===== src/rtl/l4_pkg.sv =====
// Shared constants, word types and FSM encoding for the layer-4 accumulator.
package l4_pkg;

    localparam int unsigned N_OUT = 16;
    localparam int unsigned ACC_W = 36;
    localparam int unsigned OUT_W = 18;
    localparam int unsigned IDX_W = $clog2(N_OUT);

    typedef logic signed [ACC_W-1:0] acc_t;

    typedef enum logic [1:0] {
        IDLE  = 2'd0,
        ACCUM = 2'd1,
        DRAIN = 2'd2
    } state_t;

endpackage


===== src/rtl/l4_sat_shift.sv =====
// Combinational arithmetic right shift, clamp to OUT_W bits and optional ReLU.
// Build option: define L4_ACCUM_RELU_EN to force negative results to zero.
module l4_sat_shift
    import l4_pkg::*;
#(
    parameter int unsigned SHIFT = 8
) (
    input  logic [ACC_W-1:0] acc_i,
    output logic [OUT_W-1:0] res_c_o
);

    localparam acc_t SAT_MAX = {{(ACC_W-OUT_W+1){1'b0}}, {(OUT_W-1){1'b1}}};
    localparam acc_t SAT_MIN = {{(ACC_W-OUT_W+1){1'b1}}, {(OUT_W-1){1'b0}}};

    acc_t shifted;

    assign shifted = acc_t'($signed(acc_i) >>> SHIFT);

    always_comb begin
        res_c_o = shifted[OUT_W-1:0];
        if (shifted > SAT_MAX) begin
            res_c_o = {1'b0, {(OUT_W-1){1'b1}}};
        end else if (shifted < SAT_MIN) begin
            res_c_o = {1'b1, {(OUT_W-1){1'b0}}};
        end
`ifdef L4_ACCUM_RELU_EN
        if (res_c_o[OUT_W-1]) begin
            res_c_o = '0;
        end
`else
`endif
    end

endmodule


===== src/rtl/l4_accum.sv =====
// Per-neuron accumulation of N_IN product beats, then a rescaled/saturated drain
// of the N_OUT sums, one per handshake. Build option: L4_ACCUM_RELU_EN (see l4_sat_shift).
module l4_accum
    import l4_pkg::*;
#(
    parameter int unsigned N_IN  = 32,
    parameter int unsigned SHIFT = 8
) (
    input  logic                     clk,
    input  logic                     rst_n,
    input  logic                     start,
    input  logic                     prod_valid,
    input  logic [N_OUT*ACC_W-1:0]   prod,
    output logic                     dout_valid,
    input  logic                     dout_ready,
    output logic [OUT_W-1:0]         dout,
    output logic [IDX_W-1:0]         dout_idx,
    output logic                     busy,
    output logic                     done
);

    localparam int unsigned CNT_W = (N_IN > 1) ? $clog2(N_IN) : 1;

    state_t                 state_q, state_d;
    logic [ACC_W-1:0]       acc_q [N_OUT];
    logic [ACC_W-1:0]       acc_d [N_OUT];
    logic [CNT_W-1:0]       cnt_q, cnt_d;
    logic [IDX_W-1:0]       idx_q, idx_d;
    logic [OUT_W-1:0]       dout_q, dout_d;
    logic                   dout_valid_q, dout_valid_d;
    logic                   busy_q, busy_d;
    logic                   done_q, done_d;

    logic                   last_beat;
    logic                   last_idx;
    logic                   handshake;
    logic [ACC_W-1:0]       acc_sel;

    assign last_beat = (cnt_q == CNT_W'(N_IN - 1));
    assign last_idx  = (idx_q == IDX_W'(N_OUT - 1));
    assign handshake = dout_valid_q & dout_ready;

    // State register
    always_ff @(posedge clk) begin
        if (!rst_n) begin
            state_q <= IDLE;
        end else begin
            state_q <= state_d;
        end
    end

    // Next-state logic
    always_comb begin
        state_d = state_q;
        case (state_q)
            IDLE:    if (start) state_d = ACCUM;
            ACCUM:   if (prod_valid && last_beat) state_d = DRAIN;
            DRAIN:   if (handshake && last_idx) state_d = IDLE;
            default: state_d = IDLE;
        endcase
    end

    // Datapath and output next values
    always_comb begin
        acc_d        = acc_q;
        cnt_d        = cnt_q;
        idx_d        = idx_q;
        dout_valid_d = dout_valid_q;
        done_d       = 1'b0;
        busy_d       = (state_d != IDLE);
        case (state_q)
            IDLE: begin
                if (start) begin
                    for (int j = 0; j < N_OUT; j++) acc_d[j] = '0;
                    cnt_d = '0;
                end
            end
            ACCUM: begin
                if (prod_valid) begin
                    for (int j = 0; j < N_OUT; j++) begin
                        acc_d[j] = acc_q[j] + prod[j*ACC_W +: ACC_W];
                    end
                    cnt_d = cnt_q + CNT_W'(1);
                    if (last_beat) begin
                        idx_d        = '0;
                        dout_valid_d = 1'b1;
                    end
                end
            end
            DRAIN: begin
                if (handshake) begin
                    if (last_idx) begin
                        dout_valid_d = 1'b0;
                        done_d       = 1'b1;
                        idx_d        = '0;
                    end else begin
                        idx_d = idx_q + IDX_W'(1);
                    end
                end
            end
            default: ;
        endcase
        acc_sel = acc_d[idx_d];
    end

    // Output word is computed from next-cycle sums so it lands with dout_valid
    l4_sat_shift #(
        .SHIFT   (SHIFT)
    ) u_sat (
        .acc_i   (acc_sel),
        .res_c_o (dout_d)
    );

    always_ff @(posedge clk) begin
        if (!rst_n) begin
            for (int j = 0; j < N_OUT; j++) acc_q[j] <= '0;
            cnt_q        <= '0;
            idx_q        <= '0;
            dout_q       <= '0;
            dout_valid_q <= 1'b0;
            busy_q       <= 1'b0;
            done_q       <= 1'b0;
        end else begin
            acc_q        <= acc_d;
            cnt_q        <= cnt_d;
            idx_q        <= idx_d;
            dout_q       <= dout_d;
            dout_valid_q <= dout_valid_d;
            busy_q       <= busy_d;
            done_q       <= done_d;
        end
    end

    assign dout_valid = dout_valid_q;
    assign dout       = dout_q;
    assign dout_idx   = idx_q;
    assign busy       = busy_q;
    assign done       = done_q;

endmodule


===== config.mk =====
export PLATFORM = sky130hd
export DESIGN_NAME = l4_accum
export DESIGN_NICKNAME = d
export VERILOG_FILES = /design/src/rtl/l4_pkg.sv /design/src/rtl/l4_sat_shift.sv /design/src/rtl/l4_accum.sv
export SDC_FILE = /design/constraint.sdc
export NUM_CORES = 2
export LEC_CHECK = 0
export CORE_UTILIZATION = 50
export CTS_CLUSTER_DIAMETER = 150
export CTS_CLUSTER_SIZE = 14
export DETAILED_ROUTE_END_ITERATION = 8
export GPL_ROUTABILITY_DRIVEN = 0
export PLACE_DENSITY = 0.75
export REMOVE_ABC_BUFFERS = 1
export SLEW_MARGIN = 20
export SYNTH_ARGS = -nofsm -noshare
export SYNTH_HDL_FRONTEND = slang
export SYNTH_SLANG_ARGS = --single-unit

===== constraint.sdc =====
create_clock -name clk -period 4.4 [get_ports clk]
set_input_delay 0.44 -clock clk [delete_from_list [all_inputs] [get_ports clk]]
set_output_delay 0.44 -clock clk [all_outputs]
set_load 0.05 [all_outputs]

==> out/metrics.cfg <==
[detailed_routing]
num_vias = 71500
first_pass_iters = 9
ant_nets = 0
wl_mm = 258
drt_iter0_drc = 8624
wl_per_cell_um = 23.1
viasPerCell = 6.39
drc_errors = 121

[global_route]
grt_pass1_wl_mm = 386
grt_max_degree = 90
grt_overflow = 0
grt_usage_pct = 42.0
antenna_found_initial = 29
grt_pass1_vias = 67600

[die]
die_w_um = 343
dieHeight_um = 343
core_mm2 = 0.115
rows = 124
dieArea_mm2 = 0.117
start_util_pct = 50.6
pin_count = 606

[place]
post-place-ws_ns = -0.799
port_buffers = 605
place_inst = 11100
hpwl_mm = 203

[critical_path]
crit_family = compound AO/OA/AOI/OAI gates
critPathKind = flop to flop
rr_worst_depth = 19
critPathBufInv = 3
cp-end-kind = flop
reg2reg_to = dout[3]
critPathMaxFanout = 9
cp_slowest_cell = a311oi_2
critPathArrivalTime_ns = 5.15
r2r_slack_ns = -0.13
critPathMaxStageDelay_ns = 0.44
path_cells = ha_4, inv_2, fa_2, nand2b_4, a21o_1, a211o_1, a211oi_2, buf_4, or2_4, a2111oi_2, a311o_1, a311oi_2, a32oi_1, a211oi_1, nand4_1, nor4b_2, a22oi_2, buf_12, o21ai_0
required_ns = 5.02
critPathLaunchType = flop

[timing]
rsz0062_at_grt = true
max_freq_mhz = 221
post-route-min-period_ns = 4.53
hold_viol_final = 0
fin_skew_ns = 0.0425
slew_viol_final = 0
tns_ns = -1.85
setup_ws_ns = -0.132
worst_pin_slew_ns = 1.30
min_period_over_period_pct = 103
slew_headroom_pct = 12.0
setup_viol = 17

[cells_and_area]
drive_above_1_share_pct = 19.9
num-nets-final = 10800
layout.cells.non_filler = 11200
area_growth_pct = 35.6

[min_path]
min_path_type = input port to flop
min_to = state_q[0]
holdPathStages = 4
min_from = prod_valid

[synth]
yosysMostFrequentCell = nor2_1
yosysSeqAreaShare_pct = 21.0
syn_area_mm2 = 0.0580
synth_area_leader_cell = dfxtp_1
synth_seq_cells = 608
yosys_warnings = 0
synthCells = 7827
synth_cell_types = 103
ys_async_sr_fraction_pct = 0
synthTopCellsByArea = dfxtp_1, ha_1, a21oi_1, nor2_1, o21ai_0
synth_top_flop_cell = dfxtp_1
synth_edf_count = 0
avgSynthCellArea_um2 = 7.41
synth_top_cell_area_share_pct = 21.0
synthTopCellsByCount = nor2_1, nand2_1, a21oi_1

[cts]
cts_buffers = 49
cts_buffer_depth = 3
clockRootBuffer = clkbuf_16
ctsHoldBuffers = 0
cts_tree = yes
htreeDepth = 2
clk_pin_slew_ns = 0.07
clock_sinks = 608
clkLatencyLatePin_ns = 0.70

[power_and_ir_drop]
ir_drop_v = 0.000296
leakage_nw = 35.1
p_per_area_mw_per_mm2 = 224

[status]
run_status = finished with violations
violations = design-rule violations, negative setup slack

[flow_run]
max_cap_violations = 0

through the flow:
step                utilization (%)  hold WS (ns)  power, W  area, um^2
CTS                            68.1         0.277    0.0173       78100
global route                   68.6         0.333    0.0183       78600
detailed placement             66.8         0.451    0.0130       76600
floorplan                         -         0.436   0.00967       56100
global placement               66.8         0.442    0.0128       76600
finish                         68.6         0.261    0.0176       78700
cell usage in the layout, fill, tap and decap left out, types with 88 or more instances in the layout:
master              n
dfxtp_1           606
clkdlybuf4s50_1   603
nand2_1           775
xor2_1            179
o21a_1             88
a22oi_1           248
nor2_1            781
o211ai_1           97
nand3_1           172
inv_1             169
a21o_1            196
buf_4            1611
nand4_1           125
ha_1              565
a31oi_1           102
o21ai_0           570
and2_1            238
xnor2_1           269
a21oi_1           732
nor3_1            118
worst register-to-register path, delay by kind of cell (launching register included):
kind	cells	cell delay, ns
compound gates	10	2.41
fa+ha+maj	2	0.50
buf+inv	3	0.41
flops	1	0.36
simple gates	4	0.79
routing by layer:
metal	track usage (%)	wire [um]
met5	0	185
met4	30.8	22300
met3	12.8	34200
met2	62.8	106000
met1	50.8	95500
cell families after synthesis:
kind of cell | after synthesis | synth area share [%]
AO/OA/AOI/OAI | 2797 | 31.5
AND/OR/NAND/NOR | 2634 | 21.4
buffers and inverters | 647 | 4.34
flip-flops | 608 | 21.0
adder cells (fa/ha/maj) | 583 | 12.8
XOR/XNOR | 448 | 6.76
multiplexers | 110 | 2.20
worst max path at each step:
stage / to / slack, ns / cells past startpoint
3_3_place_gp: dout[4] / -0.80 / 20
6_report: dout[3] / -0.13 / 19
3_5_place_dp: dout[2] / -0.80 / 20
5_1_grt: dout[7] / -0.20 / 19
2_1_floorplan: dout[0] / -9.94 / 16
4_1_cts: dout[5] / 0.002 / 18
where the power goes:
group,switching [W],internal (W),leakage [nW],total (W)
Combinational,0.00393,0.00323,29.5,0.00715
Clock,0.00237,0.00204,0.638,0.00441
Sequential,0.000268,0.00578,4.94,0.00605
Total,0.00656,0.0110,35.1,0.0176
final cells by class:
type	count	area, um^2
antenna	16	40.0
clock buffer	51	1280
clock inverter	2	17.5
fill	9399	36000
inverter	171	649
multi-input combinational	6572	43900
sequential	608	12200
tap	1512	1890
timing repair buffer	2249	18800
what timing repair did:
action                                  4_1_cts  5_1_grt
setup buffers                                15       17
pin swaps                                    15       38
gates cloned                                  0        1
resized for setup                            27       84
endpoints found under the setup margin       17       17
(Power assumes the default switching activity.)
